File: src/rtl/peripheral_sync_event_pkg.sv
// Shared types and helpers for the peripheral sync event arbiter.
//   state_t  : arbiter FSM states
//   MAX_SRC  : upper limit on the number of event sources
//   rr_pick  : round-robin winner search over a pending vector
package peripheral_sync_event_pkg;

  localparam int unsigned MAX_SRC  = 16;
  localparam int unsigned MAX_ID_W = 4;

  typedef enum logic {
    IDLE  = 1'b0,
    OFFER = 1'b1
  } state_t;

  // Search starts one past the last grant and wraps modulo n; first pending wins.
  // Callers guarantee last < n and 2 <= n <= MAX_SRC.
  function automatic logic [MAX_ID_W-1:0] rr_pick(
    input logic [MAX_SRC-1:0]  pend,
    input logic [MAX_ID_W-1:0] last,
    input int unsigned         n
  );
    logic [MAX_ID_W-1:0] win;
    logic                found;
    logic [MAX_ID_W:0]   idx;
    win   = '0;
    found = 1'b0;
    for (int unsigned k = 1; k <= MAX_SRC; k++) begin
      idx = (MAX_ID_W+1)'(last) + (MAX_ID_W+1)'(k);
      // last < n and k <= n, so a single subtraction completes the wrap
      if (idx >= (MAX_ID_W+1)'(n)) idx = idx - (MAX_ID_W+1)'(n);
      if (!found && (k <= n) && pend[idx[MAX_ID_W-1:0]]) begin
        win   = idx[MAX_ID_W-1:0];
        found = 1'b1;
      end
    end
    return win;
  endfunction

endpackage

File: src/rtl/peripheral_sync_cell.sv
// Two-flop synchronizer for one asynchronous line into the clk domain.
//   clk, rst : receiving clock, async active-high reset
//   d        : asynchronous input
//   q        : synchronized level
module peripheral_sync_cell (
  input  logic clk,
  input  logic rst,
  input  logic d,
  output logic q
);

  logic meta_q, meta_d;
  logic sync_q, sync_d;

  always_comb begin
    meta_d = d;
    sync_d = meta_q;
  end

  always_ff @(posedge clk or posedge rst) begin
    if (rst) begin
      meta_q <= 1'b0;
      sync_q <= 1'b0;
    end else begin
      meta_q <= meta_d;
      sync_q <= sync_d;
    end
  end

  assign q = sync_q;

endmodule

File: src/rtl/peripheral_sync_event_arbiter.sv
// Synchronizes NUM_SRC asynchronous event lines, latches their rising edges as
// pending events and delivers them one at a time, round-robin, over valid/ready.
//   clk, rst          : clock, async active-high reset
//   async_in, src_en  : raw event lines, per-source enables
//   evt_valid, evt_id : offered event and its source index
//   evt_ready         : consumer accepts the offered event
//   pending, overflow : latched events, sticky lost-edge flags
//   ovf_clr           : write-1-to-clear for overflow
//   level_out         : synchronized level of each line
// NUM_SRC legal range is 2..MAX_SRC.
module peripheral_sync_event_arbiter
  import peripheral_sync_event_pkg::*;
#(
  parameter  int unsigned NUM_SRC = 4,
  localparam int unsigned ID_W    = $clog2(NUM_SRC)
) (
  input  logic               clk,
  input  logic               rst,
  input  logic [NUM_SRC-1:0] async_in,
  input  logic [NUM_SRC-1:0] src_en,
  output logic               evt_valid,
  output logic [ID_W-1:0]    evt_id,
  input  logic               evt_ready,
  output logic [NUM_SRC-1:0] pending,
  output logic [NUM_SRC-1:0] overflow,
  input  logic [NUM_SRC-1:0] ovf_clr,
  output logic [NUM_SRC-1:0] level_out
);

  state_t             state_q, state_d;
  logic               evt_valid_q, evt_valid_d;
  logic [ID_W-1:0]    evt_id_q, evt_id_d;
  logic [ID_W-1:0]    last_grant_q, last_grant_d;
  logic [NUM_SRC-1:0] pending_q, pending_d;
  logic [NUM_SRC-1:0] overflow_q, overflow_d;
  logic [NUM_SRC-1:0] prev_q, prev_d;

  logic [NUM_SRC-1:0] rise;
  logic [NUM_SRC-1:0] offer_sel;
  logic [NUM_SRC-1:0] acc_sel;
  logic               accept;

  // One synchronizer per line
  for (genvar g = 0; g < NUM_SRC; g++) begin : g_sync
    peripheral_sync_cell u_sync (
      .clk (clk),
      .rst (rst),
      .d   (async_in[g]),
      .q   (level_out[g])
    );
  end

  // Edge detect and handshake decode
  always_comb begin
    prev_d    = level_out;
    rise      = level_out & ~prev_q & src_en;
    accept    = evt_valid_q & evt_ready;
    offer_sel = '0;
    offer_sel[evt_id_q] = evt_valid_q;
    acc_sel   = offer_sel & {NUM_SRC{evt_ready}};
  end

  // Pending / overflow update; a set of overflow beats a same-cycle clear
  always_comb begin
    pending_d  = pending_q;
    overflow_d = overflow_q & ~ovf_clr;
    for (int unsigned i = 0; i < NUM_SRC; i++) begin
      if (!src_en[i] && !offer_sel[i]) begin
        pending_d[i] = 1'b0;
      end else if (rise[i] && acc_sel[i]) begin
        // new edge arrives as the old one is delivered: keep it, no loss
        pending_d[i] = 1'b1;
      end else if (rise[i]) begin
        pending_d[i] = 1'b1;
        if (pending_q[i]) overflow_d[i] = 1'b1;
      end else if (acc_sel[i]) begin
        pending_d[i] = 1'b0;
      end
    end
  end

  // Arbiter FSM next state; an offer is only withdrawn by an accept
  always_comb begin
    state_d      = state_q;
    evt_valid_d  = evt_valid_q;
    evt_id_d     = evt_id_q;
    last_grant_d = last_grant_q;
    unique case (state_q)
      IDLE: begin
        if (|pending_q) begin
          evt_id_d    = ID_W'(rr_pick(MAX_SRC'(pending_q), MAX_ID_W'(last_grant_q), NUM_SRC));
          evt_valid_d = 1'b1;
          state_d     = OFFER;
        end
      end
      OFFER: begin
        if (accept) begin
          evt_valid_d  = 1'b0;
          last_grant_d = evt_id_q;
          state_d      = IDLE;
        end
      end
      default: begin
        evt_valid_d = 1'b0;
        state_d     = IDLE;
      end
    endcase
  end

  always_ff @(posedge clk or posedge rst) begin
    if (rst) begin
      state_q      <= IDLE;
      evt_valid_q  <= 1'b0;
      evt_id_q     <= '0;
      last_grant_q <= ID_W'(NUM_SRC - 1);
      pending_q    <= '0;
      overflow_q   <= '0;
      prev_q       <= '0;
    end else begin
      state_q      <= state_d;
      evt_valid_q  <= evt_valid_d;
      evt_id_q     <= evt_id_d;
      last_grant_q <= last_grant_d;
      pending_q    <= pending_d;
      overflow_q   <= overflow_d;
      prev_q       <= prev_d;
    end
  end

  assign evt_valid = evt_valid_q;
  assign evt_id    = evt_id_q;
  assign pending   = pending_q;
  assign overflow  = overflow_q;

endmodule
File: config.mk
export PLATFORM = sky130hd
export DESIGN_NAME = peripheral_sync_event_arbiter
export DESIGN_NICKNAME = d
export VERILOG_FILES = /design/src/rtl/peripheral_sync_event_pkg.sv /design/src/rtl/peripheral_sync_cell.sv /design/src/rtl/peripheral_sync_event_arbiter.sv
export SDC_FILE = /design/constraint.sdc
export NUM_CORES = 1
export LEC_CHECK = 0
export ABC_AREA = 1
export BUFFER_PORTS_ARGS = -buffer_cell sky130_fd_sc_hd__buf_2
export CAP_MARGIN = 20
export CELL_PAD_IN_SITES_DETAIL_PLACEMENT = 1
export CELL_PAD_IN_SITES_GLOBAL_PLACEMENT = 1
export CORE_MARGIN = 5
export CORE_UTILIZATION = 38
export CTS_BUF_LIST = sky130_fd_sc_hd__clkbuf_4 sky130_fd_sc_hd__clkbuf_8 sky130_fd_sc_hd__clkbuf_16
export CTS_CLUSTER_SIZE = 10
export DETAILED_ROUTE_END_ITERATION = 10
export HOLD_SLACK_MARGIN = 0.1
export PLACE_DENSITY = 0.75
export SKIP_LAST_GASP = 1
export SLEW_MARGIN = 20
export SYNTH_ARGS = -nofsm -noshare
export SYNTH_HDL_FRONTEND = slang
export SYNTH_HIERARCHICAL = 1
export SYNTH_SLANG_ARGS = --single-unit
File: constraint.sdc
create_clock -name clk -period 2.5 [get_ports clk]
set_clock_uncertainty 0.2 [all_clocks]
set_input_delay 0 -clock clk [delete_from_list [all_inputs] [get_ports clk]]
set_output_delay 0 -clock clk [all_outputs]
set_load 0.1 [all_outputs]
==> qor.yml, run 1 <==
power:
  pwr-share-comb_pct: 54.8
  p_clk_share_pct: 14.9
  p_int_mw: 0.962
  p_switching_mw: 1.03
  power_leakage_nw: 0.915
  ir_drop_uv: 434
  seq_power_share_pct: 30.3
  p_per_area_nw_per_um2: 1150
  switching_share_pct: 51.7
synthesis:
  synth-compound-area-share_pct: 7.17
  synth_area_leader_cell: "dfrtp_1"
  synth_top_family_by_area: "simple AND/OR/NAND/NOR gates"
  synth-seq-area-share_pct: 53.5
  ys_ff_latch: 26
  ys_types: 19
  synth_xor_area_share_pct: 0
  synth_most_common_cell: "nand2_1"
  netlist_area_sq_um: 1220
  synth_common_cells: "29 x nand2_1, 26 x inv_1, 24 x dfrtp_1, 8 x nand3_1, 8 x nor2_1"
  synth_area_leaders: "dfrtp_1 49%, nand2_1 8.9%, inv_1 8.0%, ha_1 5.1%, nand3_2 4.9%"
  async_flop_share_pct: 100
  synth-simple-area-share_pct: 25.9
  synthAdderAreaFrac_pct: 5.12
  synthFlopType: "dfrtp_1"
  synth_mux_area_share_pct: 0
  yosys.area.top_type_share_pct: 49.2
  synth_nets: 156
  synth_edf_count: 0
  syn_inst: 136
  yosys_warnings: 6
  syn_area_per_cell_sq_um: 8.98
detailed_routing:
  first_pass_iters: 4
  vias: 1133
  via_per_inst: 4.74
  antenna_left: 0
  wl_um: 3570
  drc: 0
  drtIter0Drc: 32
  routed_wire_length_per_instance_um: 14.9
global_routing:
  grt_use_total_pct: 18.2
  grt_pass1_vias: 1264
  grt_first_pass_wirelength_um: 6020
  grt_max_degree: 19
  grt_overflow_total: 0
  antenna_found_initial: 0
clock_network:
  cts_inserted_buffers: 3
  clock_path_buffers: 2
  cts_htree_levels: 1
  root_buffer: "clkbuf_4"
  clk_latency_ps: 330
  cts_tree: "done"
  cts_resized: 0
  clock-sinks: 26
  clk_pin_slew_worst_paths_ps: 150
cells_and_area:
  syn_to_final_growth_pct: 42.0
  nNetsFinal: 216
  layout-drive-gt1-share_pct: 23.1
  insertedDiodeCount: 0
  final_util_pct: 56.3
critical_path:
  rr_worst_depth: 10
  r2r_slack_ps: 360
  cp_slowest_stage_delay_ps: 650
  cp-end-kind: "flop"
  critPathMaxFanout: 9
  critical_path_class: "flop to flop"
  cp_top_family: "flip-flops"
  crit_path_start_kind: "flop"
  r2r_start: "last_grant_q[0]"
  required_ps: 2580
  worstPathArrival_ps: 2220
  crit_path_start: "last_grant_q[0]"
  crit_buf_inv: 2
  cp_cell_sequence: "inv_2 -> ha_1 -> inv_1 -> nand3_1 -> nand3_2 -> nor2_2 -> nand3_1 -> nand2_1 -> nor2_1 -> nor2_1"
  cp.depth: 10
  cp_slowest_cell: "dfstp_2"
  critPathCapture: "evt_id[1]"
  r2r-end: "evt_id[1]"
place:
  routabilityCongestion: 0.792
  post-dp-hpwl_um: 2370
  numPortBuffers: 29
timing:
  finalSetupViolCount: 0
  worstMarginPinSlew_ps: 737
  max_slew_margin_pct: 50.8
  finalCriticalPeriod_ps: 2140
  timing.final.max_slew_violations: 0
  final_hold_viol_count: 0
  fin_crit_sh_pct: 85.7
  rsz0062_at_grt: "no"
  max_freq_mhz: 467
  tns_ps: 0
run_status:
  status: "completed"
run:
  cap_violations: 0
worst_hold_path:
  min_path_type: "input pin to async pin"
floorplan:
  initial_core_util_pct: 39.7
  core_area_sq_um: 3080
  dieArea_sq_um: 4450
  num_rows: 20
  die_w_um: 66.7
  fp.dieH_um: 66.7
  pin_count: 30
-- cell usage in the layout, fill, tap and decap left out --
cell type      instances
nand2_1               29
buf_2                 29
inv_1                 26
dlygate4sd3_1         26
dfrtp_1               24
nand3_1                8
nor2_1                 8
nand3_2                6
o21ai_0                5
ha_1                   5
nand3b_1               4
o22ai_1                4
nand4_1                3
o211ai_1               3
clkbuf_4               3
nand2_2                2
a21oi_1                2
nor3_1                 2
dfstp_2                2
inv_2                  1
nor2_2                 1
o21ai_1                1
bufinv_16              1
-- power groups by stage --
stage               Sequential, mW  Clock (mW)  Combinational (mW)
CTS                          0.604       0.294                1.09
global route                 0.618       0.322                1.20
floorplan                    0.905           0               0.518
finish                       0.603       0.296                1.09
global placement             0.603           0               0.998
detailed placement           0.610           0                1.03
-- tightest hold or removal path, stage by stage --
cell	delay, ps
dlygate4sd3_1	520
buf_2	120
inv_1	530
-- how the worst min path moves through the flow --
stage / start / end / slack [ps]
after global placement: rst / g_sync[2].u_sync/meta_q / -310
after detailed placement: rst / g_sync[2].u_sync/meta_q / -310
after floorplan: rst / g_sync[0].u_sync/meta_q / -460
after global routing: async_in[3] / g_sync[3].u_sync/meta_q / 130
after CTS: async_in[3] / g_sync[3].u_sync/meta_q / 110
final: rst / prev_q[2] / 120
-- through the flow --
step | total power [mW] | instance area [sq um] | hold slack, ps | setup WS (ps) | instances
floorplan | 1.42 | 1220 | -459 | 492 | 136
CTS | 1.99 | 1720 | 107 | 372 | 238
finish | 1.99 | 1730 | 121 | 358 | 239
detailed placement | 1.64 | 1420 | -308 | 399 | 209
global placement | 1.60 | 1420 | -311 | 475 | 209
global route | 2.14 | 1730 | 135 | 221 | 239
-- logic make-up (layout without fill, tap and decap cells) --
kind of cell    after synthesis  in the layout
fa+ha+maj                     5              5
buf+inv                      27             86
compound gates               15             15
flops                        26             26
simple gates                 63             63
-- metal layers --
metal	wire length [um]	track usage, %
met5	0	0
met2	1940	34.5
met3	160	4.72
met4	64	4.82
met1	1400	19.8
-- state kept, by name (all words and copies together), names as in the netlist --
| register | flops |
|---|---|
| last_grant_q | 2 |
| pending | 4 |
| prev_q | 4 |
| state_q | 1 |
| overflow | 4 |
| evt_valid | 1 |
| g_sync.u_sync/q | 4 |
| evt_id | 2 |
| g_sync.u_sync/meta_q | 4 |
-- layout make-up --
class | instances | area (sq um)
Timing Repair Buffer | 55 | 405
Inverter | 27 | 101
Clock inverter | 1 | 30.0
Tap cell | 44 | 55.1
Multi-Input combinational cell | 83 | 467
Sequential cell | 26 | 653
Clock buffer | 3 | 22.5
Fill cell | 380 | 1340
-- timing repair --
action / 4_1_cts / 5_1_grt
endpoints found under the hold margin: 42 / 1
hold buffers: 25 / 1
buffers inserted: 0 / 0
No activity file was read; power rests on OpenSTA's default activity.
==> run 2, diff against run 1 <==
- CELL_PAD_IN_SITES_DETAIL_PLACEMENT: 1 -> 0
==> run 2 against run 1 <==
First-iteration DRC count increased by 75%. Design area down 1.2%. Total power fell by 3.1%. Sequential cell count is the same. Via count is 4.9% lower. Die area stayed put. Maximum frequency is 1.3% higher. Critical path type unchanged.
==> qor.yml, run 2 (synthesized netlist as in run 1, its figures left out) <==
run_status:
  status: "completed"
cells_and_area:
  nFillCells: 290
  insertedDiodeCount: 0
  multi_input_area_sq_um: 467
  layout-drive-gt1-share_pct: 23.3
  nNetsFinal: 214
  layout_common_cells: "29 x nand2_1, 29 x buf_2, 26 x inv_1, 24 x dfrtp_1, 24 x dlygate4sd3_1"
  regArea_sq_um: 653
  syn_to_final_growth_pct: 40.4
  final_util_pct: 55.7
detailed_routing:
  antenna_left: 0
  routed_wire_length_per_instance_um: 11.8
  drc: 0
  vias: 1078
  via_per_inst: 4.55
  wl_um: 2800
  first_pass_iters: 4
  drtIter0Drc: 56
timing:
  setup_ws_ps: 386
  timing.final.max_slew_violations: 0
  rsz0062_at_grt: "no"
  worstMarginPinSlew_ps: 722
  final_hold_viol_count: 0
  max_freq_mhz: 473
  finalCriticalPeriod_ps: 2110
  finalSetupViolCount: 0
  fin_crit_sh_pct: 84.5
  tns_ps: 0
  max_slew_margin_pct: 51.8
global_routing:
  grt_max_degree: 19
  grt_first_pass_wirelength_um: 4990
  grt_overflow_total: 0
  grt_pass1_vias: 1121
  antenna_found_initial: 0
  grt_use_total_pct: 14.7
run:
  cap_violations: 0
place:
  routabilityCongestion: 0.792
  place_ws_ps: 418
  post-dp-hpwl_um: 2110
  numPortBuffers: 29
floorplan:
  initial_core_util_pct: 39.7
  dieArea_sq_um: 4450
  fp.dieH_um: 66.7
  core_area_sq_um: 3080
  num_rows: 20
  pin_count: 30
  die_w_um: 66.7
critical_path:
  cp_slowest_cell: "dfstp_2"
  critical_path_class: "flop to flop"
  critPathMaxFanout: 9
  required_ps: 2510
  worstPathArrival_ps: 2130
  cp_slowest_stage_delay_ps: 640
  crit_path_start_kind: "flop"
  cp-end-kind: "flop"
  cp_cell_sequence: "inv_2 -> ha_1 -> inv_1 -> nand3_1 -> nand3_2 -> nand2_1 -> nor2_1 -> nor2_1 -> nand2_1 -> o21ai_1"
clock_network:
  clk_latency_ps: 310
  cts_resized: 0
  clock_path_buffers: 2
  cts_htree_levels: 1
  cts_inserted_buffers: 3
  clk_pin_slew_worst_paths_ps: 140
  clock-sinks: 26
  root_buffer: "clkbuf_4"
  cts_tree: "done"
worst_hold_path:
  min_path_type: "input pin to flop"
power:
  ir_drop_uv: 412
  p_per_area_nw_per_um2: 1130
  power_leakage_nw: 0.906
==> run 2: path summary, 6_finish.rpt <==
path / from / to / slack, ps / cells after the start
worst min register to register: g_sync[2].u_sync/meta_q / g_sync[2].u_sync/q / 170 / 0
worst max-delay path: last_grant_q[0] / evt_id[0] / 390 / 10
max in group asynchronous: rst / g_sync[0].u_sync/q / 1490 / 4
worst min-delay path: async_in[1] / g_sync[1].u_sync/meta_q / 110 / 2
worst max register to register: last_grant_q[0] / evt_id[0] / 390 / 10
min in group asynchronous: rst / prev_q[3] / 140 / 3
==> run 2: layer usage <==
metal | global-route usage, % | vias up | wire (um)
li1 | - | 550 | -
met1 | 16.8 | 511 | 1180
met2 | 27.6 | 15 | 1500
met3 | 2.87 | 2 | 105
met4 | 3.81 | 0 | 21
met5 | 0 | - | 0
==> run 2: cell type report <==
| class | instances | share of cell area [%] |
|---|---|---|
| flip-flops and latches | 26 | 38.1 |
| multi-input cells | 83 | 27.2 |
| repair buffers | 53 | 22.5 |
| inverters | 27 | 5.91 |
| well taps | 44 | 3.21 |
| clock inverters | 1 | 1.75 |
| clock buffers | 3 | 1.31 |
==> run 2: where the power goes <==
part           internal, mW  switching, mW
Sequential            0.507         0.0909
Combinational         0.288          0.760
Clock                 0.162          0.121
Total                 0.958          0.972
==> run 2: what timing repair did <==
item	CTS	global route
hold buffers	24	0
endpoints found under the hold margin	42	0
setup buffers	0	0
==> run 2: critical path: cells and delay by family, from the launching register on <==
kind | cells | cell delay [ps]
compound gates | 1 | 60
simple gates | 6 | 520
buf+inv | 2 | 230
flops | 1 | 640
fa+ha+maj | 1 | 360
==> run 2: per-stage QoR <==
stage	cell area (sq um)	std cells	total power, mW	hold WS (ps)
floorplan	1220	136	1.42	-459
global placement	1420	209	1.60	-311
detailed placement	1420	209	1.62	-308
CTS	1710	237	1.95	102
global route	1710	237	2.09	102
finish	1710	237	1.93	115
